<file path="config.mk">
export PLATFORM = sky130hd
export DESIGN_NAME = plot_scheduler_flat
export DESIGN_NICKNAME = d
export VERILOG_FILES = /design/src/rtl/game_pkg.sv /design/src/rtl/plot_scheduler_if.sv /design/src/rtl/rect_scanner.sv /design/src/rtl/plot_scheduler.sv /design/src/flat_wrapper.sv
export SDC_FILE = /design/constraint.sdc
export NUM_CORES = 1
export LEC_CHECK = 0
export ABC_AREA = 1
export BUFFER_PORTS_ARGS = -buffer_cell sky130_fd_sc_hd__buf_4
export CORE_ASPECT_RATIO = 0.8
export CORE_MARGIN = 5
export CORE_UTILIZATION = 45
export CTS_BUF_LIST = sky130_fd_sc_hd__clkbuf_8 sky130_fd_sc_hd__clkbuf_16
export CTS_CLUSTER_SIZE = 25
export DETAILED_ROUTE_END_ITERATION = 16
export PLACE_DENSITY = 0.7
export SETUP_SLACK_MARGIN = 0.4
export SYNTH_ARGS = -nofsm -noshare
export SYNTH_HDL_FRONTEND = slang
export SYNTH_HIERARCHICAL = 1
export SYNTH_SLANG_ARGS = --single-unit
</file>
<file path="constraint.sdc">
create_clock -name clk -period 4.28 [get_ports clk]
set_input_delay 0.642 -clock clk [delete_from_list [all_inputs] [get_ports clk]]
set_output_delay 0.642 -clock clk [all_outputs]
set_load 0.02 [all_outputs]
</file>
<file path="src/rtl/game_pkg.sv">
// game_pkg: shared types and screen limits for the game pixel path.
// Holds scheduler state encoding, requester indices and job bundle.
package game_pkg;

  localparam int NUM_REQ  = 3;
  localparam int X_W      = 8;
  localparam int Y_W      = 7;
  localparam int COLOUR_W = 3;
  localparam int IDX_W    = 2;

  localparam logic [X_W:0] MAX_X = (X_W+1)'(159);
  localparam logic [Y_W:0] MAX_Y = (Y_W+1)'(119);
  localparam logic [COLOUR_W-1:0] BG_COLOUR = '0;

  typedef logic [IDX_W-1:0] idx_t;

  localparam idx_t REQ_BALL   = 2'd0;
  localparam idx_t REQ_PADDLE = 2'd1;
  localparam idx_t REQ_BLOCK  = 2'd2;

  typedef enum logic [2:0] {
    IDLE,
    GRANT,
    ERASE,
    DRAW,
    DONE
  } state_t;

  typedef struct packed {
    logic [X_W-1:0]      new_x;
    logic [Y_W-1:0]      new_y;
    logic [X_W-1:0]      size_x;
    logic [Y_W-1:0]      size_y;
    logic [COLOUR_W-1:0] colour;
  } job_t;

  function automatic logic on_screen(
    logic [X_W:0] x,
    logic [Y_W:0] y
  );
    return (x <= MAX_X) && (y <= MAX_Y);
  endfunction

endpackage

</file>
<file path="src/rtl/plot_scheduler_if.sv">
// plot_scheduler_if: requester job bus plus VGA pixel port.
// master = requesters/adapter side, slave = the scheduler.
interface plot_scheduler_if;
  import game_pkg::*;

  logic [NUM_REQ-1:0]          req;
  logic [NUM_REQ*X_W-1:0]      req_new_x;
  logic [NUM_REQ*Y_W-1:0]      req_new_y;
  logic [NUM_REQ*X_W-1:0]      req_old_x;
  logic [NUM_REQ*Y_W-1:0]      req_old_y;
  logic [NUM_REQ*X_W-1:0]      req_size_x;
  logic [NUM_REQ*Y_W-1:0]      req_size_y;
  logic [NUM_REQ*COLOUR_W-1:0] req_colour;
  logic [NUM_REQ-1:0]          ack;
  logic [X_W-1:0]              vga_x;
  logic [Y_W-1:0]              vga_y;
  logic [COLOUR_W-1:0]         vga_colour;
  logic                        vga_plot;
  logic                        busy;

  modport master (
    output req, req_new_x, req_new_y,
    output req_old_x, req_old_y,
    output req_size_x, req_size_y, req_colour,
    input  ack, vga_x, vga_y,
    input  vga_colour, vga_plot, busy
  );

  modport slave (
    input  req, req_new_x, req_new_y,
    input  req_old_x, req_old_y,
    input  req_size_x, req_size_y, req_colour,
    output ack, vga_x, vga_y,
    output vga_colour, vga_plot, busy
  );

endinterface

</file>
<file path="src/rtl/rect_scanner.sv">
// rect_scanner: row-major walk of one rectangle, one pixel per step.
// nxt_x/nxt_y is the pixel held after this edge; last flags the end.
module rect_scanner
  import game_pkg::*;
(
  input  logic           clk,
  input  logic           resetn,
  input  logic           load,
  input  logic           step,
  input  logic [X_W-1:0] base_x,
  input  logic [Y_W-1:0] base_y,
  input  logic [X_W-1:0] size_x,
  input  logic [Y_W-1:0] size_y,
  output logic [X_W:0]   nxt_x,
  output logic [Y_W:0]   nxt_y,
  output logic           last
);

  logic [X_W:0] cx, org_x, end_x;
  logic [Y_W:0] cy, end_y;

  assign last = (cx == end_x) && (cy == end_y);

  // Next position: restart on load, else wrap x into the next row.
  always_comb begin
    nxt_x = cx;
    nxt_y = cy;
    if (load) begin
      nxt_x = {1'b0, base_x};
      nxt_y = {1'b0, base_y};
    end else if (step) begin
      if (cx == end_x) begin
        nxt_x = org_x;
        nxt_y = cy + (Y_W+1)'(1);
      end else begin
        nxt_x = cx + (X_W+1)'(1);
      end
    end
  end

  // Position and rectangle bounds; one extra bit so ends never wrap.
  always_ff @(posedge clk or negedge resetn) begin
    if (!resetn) begin
      cx    <= '0;
      cy    <= '0;
      org_x <= '0;
      end_x <= '0;
      end_y <= '0;
    end else begin
      cx <= nxt_x;
      cy <= nxt_y;
      if (load) begin
        org_x <= {1'b0, base_x};
        end_x <= {1'b0, base_x} + {1'b0, size_x}
               - (X_W+1)'(1);
        end_y <= {1'b0, base_y} + {1'b0, size_y}
               - (Y_W+1)'(1);
      end
    end
  end

endmodule

</file>
<file path="src/rtl/plot_scheduler.sv">
// plot_scheduler: arbitrates erase-then-draw jobs onto the pixel port.
// PLOT_SCHED_ROUND_ROBIN_EN: round-robin arbitration, else fixed priority.
module plot_scheduler
  import game_pkg::*;
(
  input  logic            clk,
  input  logic            resetn,
  plot_scheduler_if.slave bus
);

  state_t state, state_nxt;
  idx_t   win_idx, arb_idx;
  job_t   job, sel;

  logic [X_W-1:0] sel_old_x, sc_bx, sc_sx;
  logic [Y_W-1:0] sel_old_y, sc_by, sc_sy;
  logic           sc_load, sc_step, sc_last, zero;
  logic [X_W:0]   sc_nxt_x;
  logic [Y_W:0]   sc_nxt_y;

  logic                plot_nxt, plot_q;
  logic [COLOUR_W-1:0] colour_nxt, colour_q;
  logic [NUM_REQ-1:0]  ack_nxt, ack_q;
  logic [X_W-1:0]      x_q;
  logic [Y_W-1:0]      y_q;

`ifdef PLOT_SCHED_ROUND_ROBIN_EN
  idx_t ptr;

  function automatic idx_t rr_pick(
    logic [NUM_REQ-1:0] r,
    idx_t               p
  );
    idx_t w;
    logic hit;
    w   = p;
    hit = 1'b0;
    for (int i = 0; i < NUM_REQ; i++) begin
      if (!hit && r[i] && idx_t'(i) >= p) begin
        hit = 1'b1;
        w   = idx_t'(i);
      end
    end
    for (int i = 0; i < NUM_REQ; i++) begin
      if (!hit && r[i]) begin
        hit = 1'b1;
        w   = idx_t'(i);
      end
    end
    return w;
  endfunction

  assign arb_idx = rr_pick(bus.req, ptr);

  // Search start moves just past the job being granted.
  always_ff @(posedge clk or negedge resetn) begin
    if (!resetn)
      ptr <= '0;
    else if (state == GRANT)
      ptr <= (win_idx == idx_t'(NUM_REQ-1)) ? '0
           : win_idx + idx_t'(1);
  end
`else
  function automatic idx_t fp_pick(logic [NUM_REQ-1:0] r);
    idx_t w;
    w = '0;
    for (int i = NUM_REQ-1; i >= 0; i--) begin
      if (r[i]) w = idx_t'(i);
    end
    return w;
  endfunction

  assign arb_idx = fp_pick(bus.req);
`endif

  // Winner's fields, straight from the packed request bus.
  always_comb begin
    sel_old_x  = bus.req_old_x[int'(win_idx)*X_W +: X_W];
    sel_old_y  = bus.req_old_y[int'(win_idx)*Y_W +: Y_W];
    sel.new_x  = bus.req_new_x[int'(win_idx)*X_W +: X_W];
    sel.new_y  = bus.req_new_y[int'(win_idx)*Y_W +: Y_W];
    sel.size_x = bus.req_size_x[int'(win_idx)*X_W +: X_W];
    sel.size_y = bus.req_size_y[int'(win_idx)*Y_W +: Y_W];
    sel.colour =
      bus.req_colour[int'(win_idx)*COLOUR_W +: COLOUR_W];
    zero = (sel.size_x == '0) || (sel.size_y == '0);
  end

  rect_scanner u_scan (
    .clk    (clk),
    .resetn (resetn),
    .load   (sc_load),
    .step   (sc_step),
    .base_x (sc_bx),
    .base_y (sc_by),
    .size_x (sc_sx),
    .size_y (sc_sy),
    .nxt_x  (sc_nxt_x),
    .nxt_y  (sc_nxt_y),
    .last   (sc_last)
  );

  // Next state plus scanner control and next pixel attributes.
  always_comb begin
    state_nxt  = state;
    sc_load    = 1'b0;
    sc_step    = 1'b0;
    sc_bx      = sel_old_x;
    sc_by      = sel_old_y;
    sc_sx      = sel.size_x;
    sc_sy      = sel.size_y;
    colour_nxt = BG_COLOUR;
    unique case (state)
      IDLE:
        if (|bus.req) state_nxt = GRANT;
      GRANT:
        if (zero) begin
          state_nxt = DONE;
        end else begin
          state_nxt = ERASE;
          sc_load   = 1'b1;
        end
      ERASE:
        if (sc_last) begin
          state_nxt  = DRAW;
          sc_load    = 1'b1;
          sc_bx      = job.new_x;
          sc_by      = job.new_y;
          sc_sx      = job.size_x;
          sc_sy      = job.size_y;
          colour_nxt = job.colour;
        end else begin
          sc_step = 1'b1;
        end
      DRAW: begin
        colour_nxt = job.colour;
        if (sc_last) state_nxt = DONE;
        else         sc_step   = 1'b1;
      end
      DONE:
        state_nxt = IDLE;
      default:
        state_nxt = IDLE;
    endcase
    plot_nxt = (state_nxt == ERASE || state_nxt == DRAW)
             && on_screen(sc_nxt_x, sc_nxt_y);
    ack_nxt  = (state_nxt == DONE)
             ? (NUM_REQ'(1) << win_idx) : '0;
  end

  // State, captured job and registered pixel/ack outputs.
  always_ff @(posedge clk or negedge resetn) begin
    if (!resetn) begin
      state    <= IDLE;
      win_idx  <= '0;
      job      <= '0;
      x_q      <= '0;
      y_q      <= '0;
      colour_q <= '0;
      plot_q   <= 1'b0;
      ack_q    <= '0;
    end else begin
      state <= state_nxt;
      if (state == IDLE && |bus.req) win_idx <= arb_idx;
      if (state == GRANT) job <= sel;
      x_q      <= sc_nxt_x[X_W-1:0];
      y_q      <= sc_nxt_y[Y_W-1:0];
      colour_q <= colour_nxt;
      plot_q   <= plot_nxt;
      ack_q    <= ack_nxt;
    end
  end

  assign bus.ack        = ack_q;
  assign bus.vga_x      = x_q;
  assign bus.vga_y      = y_q;
  assign bus.vga_colour = colour_q;
  assign bus.vga_plot   = plot_q;
  assign bus.busy       = (state != IDLE);

endmodule
</file>
<file path="src/flat_wrapper.sv">
// flat-port wrapper written by rule: the top's interface ports become plain ports
module plot_scheduler_flat import game_pkg::*;
  (clk, resetn, bus_req, bus_req_new_x, bus_req_new_y, bus_req_old_x, bus_req_old_y, bus_req_size_x, bus_req_size_y, bus_req_colour, bus_ack, bus_vga_x, bus_vga_y, bus_vga_colour, bus_vga_plot, bus_busy);
  plot_scheduler_if bus_i ();
  input  logic clk;
  input  logic resetn;
  input wire logic [$bits(bus_i.req)-1:0] bus_req;
  input wire logic [$bits(bus_i.req_new_x)-1:0] bus_req_new_x;
  input wire logic [$bits(bus_i.req_new_y)-1:0] bus_req_new_y;
  input wire logic [$bits(bus_i.req_old_x)-1:0] bus_req_old_x;
  input wire logic [$bits(bus_i.req_old_y)-1:0] bus_req_old_y;
  input wire logic [$bits(bus_i.req_size_x)-1:0] bus_req_size_x;
  input wire logic [$bits(bus_i.req_size_y)-1:0] bus_req_size_y;
  input wire logic [$bits(bus_i.req_colour)-1:0] bus_req_colour;
  output wire logic [$bits(bus_i.ack)-1:0] bus_ack;
  output wire logic [$bits(bus_i.vga_x)-1:0] bus_vga_x;
  output wire logic [$bits(bus_i.vga_y)-1:0] bus_vga_y;
  output wire logic [$bits(bus_i.vga_colour)-1:0] bus_vga_colour;
  output wire logic [$bits(bus_i.vga_plot)-1:0] bus_vga_plot;
  output wire logic [$bits(bus_i.busy)-1:0] bus_busy;
  assign bus_i.req = bus_req;
  assign bus_i.req_new_x = bus_req_new_x;
  assign bus_i.req_new_y = bus_req_new_y;
  assign bus_i.req_old_x = bus_req_old_x;
  assign bus_i.req_old_y = bus_req_old_y;
  assign bus_i.req_size_x = bus_req_size_x;
  assign bus_i.req_size_y = bus_req_size_y;
  assign bus_i.req_colour = bus_req_colour;
  assign bus_ack = bus_i.ack;
  assign bus_vga_x = bus_i.vga_x;
  assign bus_vga_y = bus_i.vga_y;
  assign bus_vga_colour = bus_i.vga_colour;
  assign bus_vga_plot = bus_i.vga_plot;
  assign bus_busy = bus_i.busy;
  plot_scheduler u_core (.clk(clk), .resetn(resetn), .bus(bus_i));
endmodule
</file>
# Yosys cells after proc, flatten, opt, wreduce, memory -nomap -nowiden
# Cells that the tools add are included.
[totals]
reg_bits = 102
input_bits = 149
output_inout_bits = 23
word_cells = 85
[op_classes]
n_addsub = 6
multipliers = 2
order_cmp = 2
n_eq_ne = 8
n_shift = 8
muxes = 30
n_reduce_logical = 12
[ops]
columns = ["cell", "count"]
rows = [
  ["indexed part select 21 x 32 -> 7 bit", 3],
  ["indexed part select 24 x 6 -> 8 bit", 3],
  ["two-way mux 8 bit", 7],
  ["indexed part select 9 x 32 -> 3 bit", 1],
  ["two-way mux 7 bit", 4],
  ["two-way mux 9 bit", 3],
  ["two-way mux 3 bit", 6],
  ["== test 3 x 2 -> 1 bit, second input constant", 4],
  ["case mux 3 bit (4 select lines)", 1],
  ["adder 8 x 8 -> 9 bit", 1],
  ["adder 9 x 1 -> 9 bit, second input constant", 1],
  ["== test 9 bit", 1],
  ["<= comparator 9 x 8 -> 1 bit, second input constant", 1],
  ["subtractor 9 x 1 -> 9 bit, second input constant", 1],
  ["adder 7 x 7 -> 8 bit", 1],
  ["adder 8 x 1 -> 8 bit, second input constant", 1],
  ["== test 8 bit", 1],
  ["<= comparator 8 x 7 -> 1 bit, second input constant", 1],
  ["logical NOT 8 bit", 1],
  ["subtractor 8 x 1 -> 8 bit, second input constant", 1],
  ["logical NOT 7 bit", 1],
  ["two-way mux 2 bit", 3],
  ["case mux 3 bit (2 select lines)", 1],
  ["multiplier 2 x 3 -> 5 bit, second input constant", 1],
  ["12 further kinds", 19],
]

# Depth between registers and ports, before layout
[depth]
ltp_word = 10
mapped_depth = 32
ltp_nobuf = 31

# Modules after synthesis
# The synthesis kept the hierarchy.
[modules_own_cells]
columns = ["mod", "instances", "cells_per_inst", "area_per_inst_um2", "seq_area_each_um2"]
rows = [
  ["plot_scheduler", 1, 473, 3410.8, 1501.4],
  ["rect_scanner", 1, 464, 3186.8, 1051.0],
]

# Worst setup path after synthesis
# Ideal clock, no wire load.
[synth_path]
path_kind = "register -> register"
start = "register u_core.u_scan.cx[0]"
end = "register u_core.u_scan.end_x[7]"
setup_time_ns = 0.134
arrival_ns = 3.536
t_required_ns = 4.146
setup_slack_ns = 0.611
path_stages_with_launch = 28
path_buffers = 1
synth_period_minus_slack_ns = 3.669
cell_sequence = "dfrtp_1 -> inv_1 -> nand2_1 -> nand2_1 -> nand2_1 -> nor2_2 -> nand3_1 -> nor3_1 -> inv_1 -> nor2_1 -> inv_1 -> clkbuf_1 -> a41oi_1 -> inv_1 -> ha_1 -> inv_1 -> ha_1 -> fa_1 -> nand2_1 -> nand2_1 -> nand2_1 -> nand2_1 -> nand2_1 -> nand2_1 -> nand2_1 -> nand3_1 -> nand3_1 -> o21ai_0"
[synth_via]
elab_chain_len = 6
elab_cells_between_ends = 10
classes_between = "add/sub: 2; eq/ne: 1; mux: 6; reduce/logical: 1"
[synth_rtl]
columns = ["element", "line", "rtl"]
rows = [
  ["from (decl)", "rect_scanner.sv:19", "logic [X_W:0] cx, org_x, end_x;"],
  ["from (signal assigned)", "rect_scanner.sv:50", "cx <= nxt_x;"],
  ["== test 9 bit", "rect_scanner.sv:22", "assign last = (cx == end_x) && (cy == end_y);"],
  ["logical AND 1 bit", "rect_scanner.sv:22", ""],
  ["named net u_core.sc_last", "plot_scheduler.sv:17", "logic sc_load, sc_step, sc_last, zero;"],
  ["two-way mux 8 bit", "plot_scheduler.sv:124", "if (sc_last) begin"],
  ["two-way mux 8 bit", "plot_scheduler.sv:113", "unique case (state)"],
  ["named net u_core.sc_bx[1]", "plot_scheduler.sv:15", "logic [X_W-1:0] sel_old_x, sc_bx, sc_sx;"],
  ["adder 8 x 8 -> 9 bit", "rect_scanner.sv:54", "end_x <= {1'b0, base_x} + {1'b0, size_x}"],
  ["subtractor 9 x 1 -> 9 bit", "rect_scanner.sv:55", "- (X_W+1)'(1);"],
  ["to (signal assigned)", "rect_scanner.sv:54", ""],
  ["to (decl)", "rect_scanner.sv:19", ""],
]
# The timed path passes the listed nets, and every way through them passes these cells.
# A chain may end at the register's enable or synchronous reset.

# Worst setup path in the final report
[layout_path]
start = "register u_core.u_scan.cx[6]"
end = "register u_core.u_scan.end_y[7]"
[layout_via]
elab_chain_len = 6
elab_cells_between_ends = 10
classes_between = "add/sub: 2; eq/ne: 1; mux: 6; reduce/logical: 1"
[layout_rtl]
columns = ["element", "line", "rtl"]
rows = [
  ["== test 9 bit", "rect_scanner.sv:22", ""],
  ["logical AND 1 bit", "rect_scanner.sv:22", ""],
  ["named net u_core.sc_last", "plot_scheduler.sv:17", ""],
  ["two-way mux 7 bit", "plot_scheduler.sv:124", ""],
  ["two-way mux 7 bit", "plot_scheduler.sv:113", ""],
  ["named net u_core.sc_by[1]", "plot_scheduler.sv:16", "logic [Y_W-1:0] sel_old_y, sc_by, sc_sy;"],
  ["adder 7 x 7 -> 8 bit", "rect_scanner.sv:56", "end_y <= {1'b0, base_y} + {1'b0, size_y}"],
  ["subtractor 8 x 1 -> 8 bit", "rect_scanner.sv:57", "- (Y_W+1)'(1);"],
  ["to (signal assigned)", "rect_scanner.sv:56", ""],
  ["to (decl)", "rect_scanner.sv:20", "logic [Y_W:0] cy, end_y;"],
]
# The timed path passes the listed nets, and every way through them passes these cells.

==> impl_metrics.toml <==
[pwr]
p_comb_share_pct = 48.2
p_switching_uw = 1890
p_int_uw = 2580
ir_worst_vdd_mv = 0.315
pwr_density_cell_nw_per_um2 = 522
p_sw_share_pct = 42.2
clockPowerShare_pct = 19.3
seq_power_share_pct = 32.6
p_leak_uw = 0.00446

[place]
detailed_place_hpwl_mm = 15.3
globalplace.congestion = 0.956
dp_slack_ps = 249
port_buffers = 171

[cells_and_area]
drive_above_1_share_pct = 23.1
multiInputGateArea_um2 = 3410
syn_to_final_growth_pct = 29.6
layout_common_cells = "nand2_1, buf_4, inv_1"
regArea_um2 = 2550
fillers = 1326
layout.nets = 1286
final_common_cell = "nand2_1"
antenna_cells = 0

[timing]
slew_violations = 0
min_period_over_period_pct = 84.9
max_freq_mhz = 275
fin_crit_ps = 3630
worst_clock_skew_ps = 12.0
slew_headroom_pct = 52.2
setup_viol = 0
worst-slew-pin-transition_ps = 714
layout_setup_ws_ps = 647
rsz0062_at_grt = "true"
hold_viol_final = 0
tns_ps = 0

[critical_path]
cpMostUsedCell = "nand2_1"
reg2regPathDepth = 29
crit_fanout = 12
crit_type = "flip-flop to flip-flop"
cp-start-kind = "flip-flop"
worstPathRequired_ps = 4520
endpoint_kind = "flip-flop"
cp_slowest_stage_delay_ps = 440
crit_slowest_cell = "dfrtp_1"
arrival_ps = 3880

[routing]
drt-total-wl_mm = 19.9
final_antenna_net_count = 0
top_layer = "met4"
wl_met2_mm = 8.70
drt_iter0_markers = 519
drc = 0
dr.pass1.iters = 5
wl_met1_mm = 9.37
routed-wl-met3_mm = 1.54
num_vias = 6703
viasPerCell = 5.18
wl_per_cell_um = 15.4

[clock_network]
cts_made_buffers = 9
clk_pin_slew_ps = 80
clock_path_buffers = 2
cts.sinks = 102
hold_buffers = 0
cts_tree = "yes"
clk_latency_ps = 360
cts_root_buf = "clkbuf_16"
h-tree-depth = 3

[synth]
synth_top_area_share_pct = 38.7
synthFlopType = "dfrtp_1"
synth_edf_count = 0
synth_area_um2 = 6600
synthTopCellsByArea = "dfrtp_1, nand2_1, nand3_1, inv_1, nor2_1"
synth.yosys.warnings = 6
avgSynthCellArea_um2 = 7.04
synth.yosys.seq_area_share_pct = 38.7
synth_nets = 1118
synth.distinct_cells = 35
synth_seq_cells = 102
synthArstFlopShare_pct = 100
synth_area_leader_cell = "dfrtp_1"
synthCells = 937

[grt]
grt_max_degree = 68
grt-ovfl-total = 0
antenna_found_initial = 0
grt_pass1_wl_mm = 32.0
track_usage_pct = 22.7
first_global_vias = 6291

[status]
status = "finished, final reports clean"

[floorplan]
die_h_um = 118
die_w_um = 145
core_area_um2 = 14300
num_io_pins = 172
start_util_pct = 46.0
rows = 39
dieArea_um2 = 17200

[job]
maxCapViolCount = 0

[min_path]
hold_class = "input pin to async pin"
routing by layer:
metal	up-vias	GRT usage, %
li1	3334	-
met1	3105	33.0
met2	246	34.4
met3	18	5.43
met4	0	5.07
met5	-	0
Yosys cell counts, types with 3 or more instances:
| library cell | instances |
|---|---|
| clkbuf_1 | 24 |
| dfrtp_1 | 102 |
| ha_1 | 30 |
| nand2_1 | 272 |
| inv_1 | 127 |
| nand4_1 | 7 |
| nor3_1 | 5 |
| o21ai_0 | 40 |
| buf_2 | 12 |
| o22ai_1 | 3 |
| a21oi_1 | 20 |
| nand2_2 | 3 |
| buf_6 | 3 |
| nand3_1 | 105 |
| inv_2 | 6 |
| xor2_1 | 3 |
| nor2_1 | 102 |
| o21bai_1 | 3 |
| nor2_2 | 6 |
| a41oi_1 | 33 |
| xnor2_1 | 11 |
| a31oi_1 | 3 |
per-stage QoR:
stage	hold WS [ps]	total power, uW	util (%)	cell area, um^2	std cells
2_1_floorplan	346	2860	-	6600	937
3_3_place_gp	456	3470	55.9	8030	1265
3_5_place_dp	460	3510	55.9	8030	1265
4_1_cts	262	4410	58.4	8380	1284
5_1_grt	284	4850	59.6	8550	1294
6_report	250	4470	59.6	8550	1294
power groups by stage:
stage / registers, uW / logic (uW) / clock network (uW)
after floorplan: 1510 / 1350 / 0
after global placement: 1470 / 2010 / 0
after detailed placement: 1470 / 2030 / 0
after CTS: 1460 / 2070 / 882
after global routing: 1500 / 2440 / 916
final: 1460 / 2150 / 860
worst paths after layout:
path,slack (ps),to,from
max reg2reg,650,u_core/u_scan/end_y[7]$_DFFE_PN0P_,u_core/u_scan/cx[6]$_DFF_PN0_
min,250,u_core/job[27]$_DFFE_PN0N_,resetn
min in group clk,480,u_core/u_scan/org_x[6]$_DFFE_PN0P_,u_core/u_scan/org_x[6]$_DFFE_PN0P_
min reg2reg,480,u_core/u_scan/org_x[6]$_DFFE_PN0P_,u_core/u_scan/org_x[6]$_DFFE_PN0P_
max in group asynchronous,3120,u_core/u_scan/end_x[5]$_DFFE_PN0P_,resetn
max,650,u_core/u_scan/end_y[7]$_DFFE_PN0P_,u_core/u_scan/cx[6]$_DFF_PN0_
logic make-up (layout without fill, tap and decap cells):
group / count (synthesis) / after routing / share of synthesized area [%]
xor+xnor: 14 / 14 / 1.86
fa+ha+maj: 32 / 32 / 6.30
buf+inv: 176 / 349 / 10.7
simple gates: 507 / 507 / 32.1
compound gates: 106 / 106 / 10.3
flops: 102 / 102 / 38.7
layout make-up:
type / instances / share of cell area [%]
multi-input combinational: 659 / 39.8
sequential: 102 / 29.9
timing repair buffer: 199 / 18.0
clock inverter: 7 / 1.07
inverter: 134 / 5.94
clock buffer: 9 / 2.63
tap: 184 / 2.69
flip-flops by register name, summed over array words and instances (netlist names):
name,flops
u_core/bus.ack,3
u_core/job,33
u_core/state,3
u_core/u_scan/end_y,8
u_core/u_scan/org_x,8
u_core/u_scan/cx,9
u_core/u_scan/end_x,9
u_core/bus.vga_colour,3
u_core/bus.vga_plot,1
u_core/bus.vga_x,8
u_core/u_scan/cy,8
u_core/win_idx,2
u_core/bus.vga_y,7
what timing repair did:
item / 4_1_cts / 5_1_grt
pin swaps: 1 / 6
gates resized for setup: 5 / 26
cloned: 0 / 1
setup endpoints to repair: 7 / 8
setup buffers: 3 / 9
worst max-delay path, delay by kind of cell (launching register included):
family                   cells  cell delay, ps
AO/OA/AOI/OAI                1              50
XOR/XNOR                     1             200
adder cells (fa/ha/maj)      3             780
buffers and inverters        7             630
flip-flops                   1             440
AND/OR/NAND/NOR             17            1450
(Power assumes the default switching activity.)
